`src/rtl/itof_sched_if.sv`:
```
// Bundle of the two requester channels, the result channel and the busy flag of itof_sched.
// The slave modport is the scheduler side; the master modport is the surrounding environment.
interface itof_sched_if #(
  parameter int unsigned TAG_W = 5
);
  logic             req0_valid;
  logic             req0_ready;
  logic [31:0]      req0_data;
  logic [TAG_W-1:0] req0_tag;
  logic             req1_valid;
  logic             req1_ready;
  logic [31:0]      req1_data;
  logic [TAG_W-1:0] req1_tag;
  logic             res_valid;
  logic             res_ready;
  logic [31:0]      res_data;
  logic [TAG_W-1:0] res_tag;
  logic             res_src;
  logic             busy;

  modport master (
    output req0_valid, req0_data, req0_tag,
    input  req0_ready,
    output req1_valid, req1_data, req1_tag,
    input  req1_ready,
    input  res_valid, res_data, res_tag, res_src,
    output res_ready,
    input  busy
  );

  modport slave (
    input  req0_valid, req0_data, req0_tag,
    output req0_ready,
    input  req1_valid, req1_data, req1_tag,
    output req1_ready,
    output res_valid, res_data, res_tag, res_src,
    input  res_ready,
    output busy
  );
endinterface

```
`src/rtl/itof_sched.sv`:
```
// Round-robin arbiter feeding one shared int32->float32 converter through two register stages.
// Results return in acceptance order, tagged with source and destination tag.
module itof_sched #(
  parameter int unsigned TAG_W = 5
) (
  input logic        clk,
  input logic        rst,
  itof_sched_if.slave bus
);

  // Signed int32 to IEEE-754 single, round-to-nearest-even.
  function automatic logic [31:0] itof(input logic [31:0] a);
    logic        sgn;
    logic [31:0] mag;
    logic [31:0] norm;
    logic [4:0]  msb;
    logic        rnd;
    sgn = a[31];
    mag = sgn ? (~a + 32'd1) : a;
    msb = 5'd0;
    for (int i = 0; i < 32; i++) begin
      if (mag[i]) msb = 5'(i);
    end
    norm = mag << (5'd31 - msb);
    rnd  = norm[7] & ((|norm[6:0]) | norm[8]);
    // Mantissa carry-out ripples into the exponent field on its own.
    if (mag == 32'd0) return 32'd0;
    return {sgn, 8'd127 + {3'd0, msb}, norm[30:8]} + {31'd0, rnd};
  endfunction

  logic             s1_v_q, s1_v_d;
  logic [31:0]      s1_data_q, s1_data_d;
  logic [TAG_W-1:0] s1_tag_q, s1_tag_d;
  logic             s1_src_q, s1_src_d;
  logic             s2_v_q, s2_v_d;
  logic [31:0]      s2_data_q, s2_data_d;
  logic [TAG_W-1:0] s2_tag_q, s2_tag_d;
  logic             s2_src_q, s2_src_d;
  logic             pri_q, pri_d;
  logic             adv2, acc1, grant0, grant1;
  logic [31:0]      conv;

  always_comb begin
    adv2   = s1_v_q & (~s2_v_q | bus.res_ready);
    acc1   = (~s1_v_q | adv2) & ~rst;
    grant0 = acc1 & bus.req0_valid & (~bus.req1_valid | ~pri_q);
    grant1 = acc1 & bus.req1_valid & (~bus.req0_valid | pri_q);
    conv   = itof(s1_data_q);

    pri_d     = pri_q;
    s1_v_d    = s1_v_q;
    s1_data_d = s1_data_q;
    s1_tag_d  = s1_tag_q;
    s1_src_d  = s1_src_q;
    s2_v_d    = s2_v_q;
    s2_data_d = s2_data_q;
    s2_tag_d  = s2_tag_q;
    s2_src_d  = s2_src_q;

    if (grant0 | grant1) begin
      pri_d     = grant0;
      s1_v_d    = 1'b1;
      s1_data_d = grant1 ? bus.req1_data : bus.req0_data;
      s1_tag_d  = grant1 ? bus.req1_tag : bus.req0_tag;
      s1_src_d  = grant1;
    end else if (adv2) begin
      s1_v_d = 1'b0;
    end

    if (adv2) begin
      s2_v_d    = 1'b1;
      s2_data_d = conv;
      s2_tag_d  = s1_tag_q;
      s2_src_d  = s1_src_q;
    end else if (s2_v_q & bus.res_ready) begin
      s2_v_d = 1'b0;
    end
  end

  always_ff @(posedge clk) begin
    if (rst) begin
      pri_q     <= 1'b0;
      s1_v_q    <= 1'b0;
      s1_data_q <= '0;
      s1_tag_q  <= '0;
      s1_src_q  <= 1'b0;
      s2_v_q    <= 1'b0;
      s2_data_q <= '0;
      s2_tag_q  <= '0;
      s2_src_q  <= 1'b0;
    end else begin
      pri_q     <= pri_d;
      s1_v_q    <= s1_v_d;
      s1_data_q <= s1_data_d;
      s1_tag_q  <= s1_tag_d;
      s1_src_q  <= s1_src_d;
      s2_v_q    <= s2_v_d;
      s2_data_q <= s2_data_d;
      s2_tag_q  <= s2_tag_d;
      s2_src_q  <= s2_src_d;
    end
  end

  always_comb begin
    bus.req0_ready = grant0;
    bus.req1_ready = grant1;
    bus.res_valid  = s2_v_q;
    bus.res_data   = s2_data_q;
    bus.res_tag    = s2_tag_q;
    bus.res_src    = s2_src_q;
    bus.busy       = s1_v_q | s2_v_q;
  end

endmodule

```
`src/flat_wrapper.sv`:
```
// flat-port wrapper written by rule: the top's interface ports become plain ports
module itof_sched_flat 
#(
  parameter int unsigned TAG_W = 5
)
  (clk, rst, bus_req0_valid, bus_req0_data, bus_req0_tag, bus_req0_ready, bus_req1_valid, bus_req1_data, bus_req1_tag, bus_req1_ready, bus_res_valid, bus_res_data, bus_res_tag, bus_res_src, bus_res_ready, bus_busy);
  itof_sched_if #(.TAG_W(TAG_W)) bus_i ();
  input logic clk;
  input logic rst;
  input wire logic [$bits(bus_i.req0_valid)-1:0] bus_req0_valid;
  input wire logic [$bits(bus_i.req0_data)-1:0] bus_req0_data;
  input wire logic [$bits(bus_i.req0_tag)-1:0] bus_req0_tag;
  output wire logic [$bits(bus_i.req0_ready)-1:0] bus_req0_ready;
  input wire logic [$bits(bus_i.req1_valid)-1:0] bus_req1_valid;
  input wire logic [$bits(bus_i.req1_data)-1:0] bus_req1_data;
  input wire logic [$bits(bus_i.req1_tag)-1:0] bus_req1_tag;
  output wire logic [$bits(bus_i.req1_ready)-1:0] bus_req1_ready;
  output wire logic [$bits(bus_i.res_valid)-1:0] bus_res_valid;
  output wire logic [$bits(bus_i.res_data)-1:0] bus_res_data;
  output wire logic [$bits(bus_i.res_tag)-1:0] bus_res_tag;
  output wire logic [$bits(bus_i.res_src)-1:0] bus_res_src;
  input wire logic [$bits(bus_i.res_ready)-1:0] bus_res_ready;
  output wire logic [$bits(bus_i.busy)-1:0] bus_busy;
  assign bus_i.req0_valid = bus_req0_valid;
  assign bus_i.req0_data = bus_req0_data;
  assign bus_i.req0_tag = bus_req0_tag;
  assign bus_req0_ready = bus_i.req0_ready;
  assign bus_i.req1_valid = bus_req1_valid;
  assign bus_i.req1_data = bus_req1_data;
  assign bus_i.req1_tag = bus_req1_tag;
  assign bus_req1_ready = bus_i.req1_ready;
  assign bus_res_valid = bus_i.res_valid;
  assign bus_res_data = bus_i.res_data;
  assign bus_res_tag = bus_i.res_tag;
  assign bus_res_src = bus_i.res_src;
  assign bus_i.res_ready = bus_res_ready;
  assign bus_busy = bus_i.busy;
  itof_sched #(.TAG_W(TAG_W)) u_core (.clk(clk), .rst(rst), .bus(bus_i));
endmodule
```
`config.mk`:
```
export PLATFORM = sky130hd
export DESIGN_NAME = itof_sched_flat
export DESIGN_NICKNAME = d
export VERILOG_FILES = /design/src/rtl/itof_sched_if.sv /design/src/rtl/itof_sched.sv /design/src/flat_wrapper.sv
export SDC_FILE = /design/constraint.sdc
export NUM_CORES = 1
export LEC_CHECK = 0
export ABC_AREA = 1
export CORE_MARGIN = 8
export CORE_UTILIZATION = 49
export DETAILED_ROUTE_END_ITERATION = 10
export PLACE_DENSITY = 0.77
export SLEW_MARGIN = 20
export SYNTH_ARGS = -nofsm -noshare
export SYNTH_HDL_FRONTEND = slang
export SYNTH_SLANG_ARGS = --single-unit
export TNS_END_PERCENT = 1
```
`constraint.sdc`:
```
create_clock -name clk -period 4.3 [get_ports clk]
set_input_delay 0.43 -clock clk [delete_from_list [all_inputs] [get_ports clk]]
set_output_delay 0.43 -clock clk [all_outputs]
set_load 0.03 [all_outputs]
```
==> run metrics <==
Placed Area=9850 µm²; clock tree sinks=between 70 and 80; adder-cell area share of the yosys netlist=less than 1%; Synth async-reset ratio=0%; Worst slew margin=about a third; final instance area=10600 µm²; final core utilization=69.9%; Syn Inst Count=~1.3k; largest net degree at the start of global routing=75; XOR/XNOR Fraction of Synth Area=slightly above 3%; failing checks=negative setup slack; # rows=45; full die area=19700 µm²; Chip Height=140 µm; critical path's most frequent cell=nand2_1; CP Data Required Time=4520 ps; Design Power=approximately 5900 µW; Worst Tran Pin Value=between 1000 and 1500 ps; multiplexer share of the synthesized area=0.132%; number of global-route vias before repair=between 9k and 10k; largest family of logic cells by synthesized area=simple AND/OR/NAND/NOR gates; status=finished with violations; crit path DAT=4720 ps; Avg Inst Size Synth=5.90 µm²; TNS Setup=-2640 ps; slowest stage cell, crit path=dfxtp_2; critical path endpoint category=flip-flop; clk slew on worst S/H paths=70 ps; dpl cells=1680; synth-to-layout area growth=40.0%; post-synthesis compound-gate area fraction=11.5%; total global-route track usage=a little over a quarter; HP Class=flip-flop to flip-flop; core area=between 15000 and 20000 µm²; drt drc=0; cts hold-fix bufs=0; met2 usage=43.6%; Flop pwr share=14.7%; top cells by area, synth=dfxtp_1 (21%), nand2_1 (19%), nand3_1 (18%); drt wl/cell=15.5 µm; CP Launch Type=flip-flop; met1 GRT Util=31.6%; later-pin clock latency in the skew report=around 350 ps; crit path max fanout=19; vias per cell=5.53; leading cell type in the layout, fill and taps excluded=nand2_1; Period minus WS final=4500 ps; Power Density=552 nW/µm²; Period Utilization, post-route=105%; Simple-Gate Fraction of Synth Area=52.7%; Mapped Nets=1370; IO buf count=120; internal power=2980 µW; P_leak=~0.0048 µW; Clock Path Buffers=2; ANT cells=0; final wirelength=26400 µm; Max VDD drop=0.000320 V; Ys Warns=0; max_cap viols=0; CTS HTree Levels=3; FMAX=between 200 and 250 MHz; total grt overflow=0; RSZ-0062 raised after global routing=true; Final Hold Fails=0; TritonCTS clock tree=yes; Crit Path Class=flip-flop to flip-flop; post-synthesis register bit count=79; DR iter-0 viols=932; Seq/Total Area, Yosys=between 20% and 30%; antenna violations before repair=0; drt pass-1 iters=5; logic gate share of total power=71.6%; cell area after synthesis=7590 µm²; # IOs=approximately 120; peak per-stage delay on the critical path=approximately 330 ps; Final Net Count=1600; Synth cell types=49; dpl hpwl=between 20000 and 25000 µm; GRT Max-Usage Layer=met2; layout cells sized above 1=a little under a quarter; most frequent cells in the layout=nand2_1 (375), nand3_1 (253), buf_4 (157), clkdlybuf4s50_1 (120), dfxtp_1 (78); vias=9454; fin worst setup slack=-195 ps; Synth top area share=a little over a fifth; die width=140 µm; Clk pwr share=13.7%; number of synthesized flops with an enable pin=0; Root Driver=clkbuf_16; most used flip-flop cell after synthesis=dfxtp_1; post-synth top area cell=dfxtp_1; first-pass GRT wire length=43300 µm; clk_skew=15.4 ps; NetSw=2890 µW; CTS buffer count=9; Final Setup Violations=23; antenna-violating nets left=0; switching portion of total power=49.3%; Placer Congestion=0.986; Post-Layout Cell Count=1711; starting density of the core=50.0%; reg-to-reg slack, setup=-200 ps; met3 Usage GRT=6.29%; Slew Limit Fails=0
[cell families after synthesis]
kind of cell | count (synthesis)
AO/OA/AOI/OAI | 157
multiplexers | 1
AND/OR/NAND/NOR | 851
flip-flops | 79
buffers and inverters | 174
adder cells (fa/ha/maj) | 3
XOR/XNOR | 23
[per-layer routing]
| metal | share of wire, % | vias to the layer above |
|---|---|---|
| met3 | 7.3 | 93 |
| met2 | 46 | 410 |
| met5 | 0 | - |
| met4 | 4.1 | 0 |
| met1 | 42 | 4217 |
| li1 | - | 4734 |
[stage by stage]
| stage | setup slack [ps] | hold WS [ps] |
|---|---|---|
| 2_1_floorplan | 331 | 429 |
| 3_3_place_gp | -224 | 442 |
| 3_5_place_dp | -271 | 443 |
| 4_1_cts | -57.7 | 454 |
| 5_1_grt | -649 | 489 |
| 6_report | -195 | 459 |
[area by class of cell]
cell class / count / area [µm²]
Multi-Input combinational cell: 1035 / 5470
Fill cell: 1351 / 4570
Timing Repair Buffer: 292 / 2660
Sequential cell: 79 / 1580
Inverter: 101 / 382
Tap cell: 188 / 235
Clock buffer: 9 / 225
Clock inverter: 7 / 77.6
[final timing paths]
check / start / endpoint / cells after the start
max: u_core.s1_data_q[1]$_SDFFE_PP0P_ / u_core.bus.res_data[17]$_SDFFE_PP0P_ / 32
min: u_core.s1_src_q$_SDFFE_PP0P_ / u_core.bus.res_src$_SDFFE_PP0P_ / 2
max reg2reg: u_core.s1_data_q[1]$_SDFFE_PP0P_ / u_core.bus.res_data[17]$_SDFFE_PP0P_ / 32
min reg2reg: u_core.s1_src_q$_SDFFE_PP0P_ / u_core.bus.res_src$_SDFFE_PP0P_ / 2
[state kept, by name, summed over array words and instances, names as in the netlist]
name,cells
u_core.s1_data_q,32
u_core.s1_v_q,1
u_core.bus.res_src,1
u_core.bus.res_valid,1
u_core.bus.res_data,32
u_core.s1_src_q,1
u_core.s1_tag_q,5
u_core.pri_q,1
u_core.bus.res_tag,5
[cells in the mapped netlist (2+ instances only)]
cell and instances:
nand2_2 27, nor4_1 2, a21boi_0 2, nand4_1 13, nor3_2 3, nor2_2 14
clkbuf_1 30, o21ai_0 55, nand4_2 2, nor2_4 7, o31ai_1 3, nand2_4 4
nand2_1 385, inv_2 23, xor2_1 17, nand3_1 270, xor2_2 3, o21ai_1 10
or2_2 5, buf_6 11, a21oi_1 40, dfxtp_1 79, buf_2 15, nand3b_1 5
buf_12 2, ha_1 3, a31oi_1 39, nand3_2 18, buf_4 10, nor3_1 8
dlygate4sd3_1 3, xnor2_1 2, inv_1 77, nor2_1 83, a21oi_2 2, o21ai_2 3
[power groups by stage]
stage | Combinational [µW] | Sequential, µW | Clock [µW]
3_5_place_dp | 3850 | 877 | 0
3_3_place_gp | 3850 | 874 | 0
6_report | 4200 | 863 | 805
5_1_grt | 4560 | 873 | 850
2_1_floorplan | 2290 | 947 | 0
4_1_cts | 3960 | 861 | 812
[worst max-delay path, delay by kind of cell, from the launching register on]
kind	cells	cell delay [ps]
compound gates	2	180
xor+xnor	1	280
fa+ha+maj	1	160
buf+inv	6	620
flops	1	330
simple gates	22	2790
[what timing repair did]
action,CTS,global route
pin swaps,3,18
endpoints found under the setup margin,30,31
gates resized for setup,28,51
gates cloned,1,0
buffers inserted,6,8
Power figures use the tool's default switching activity.
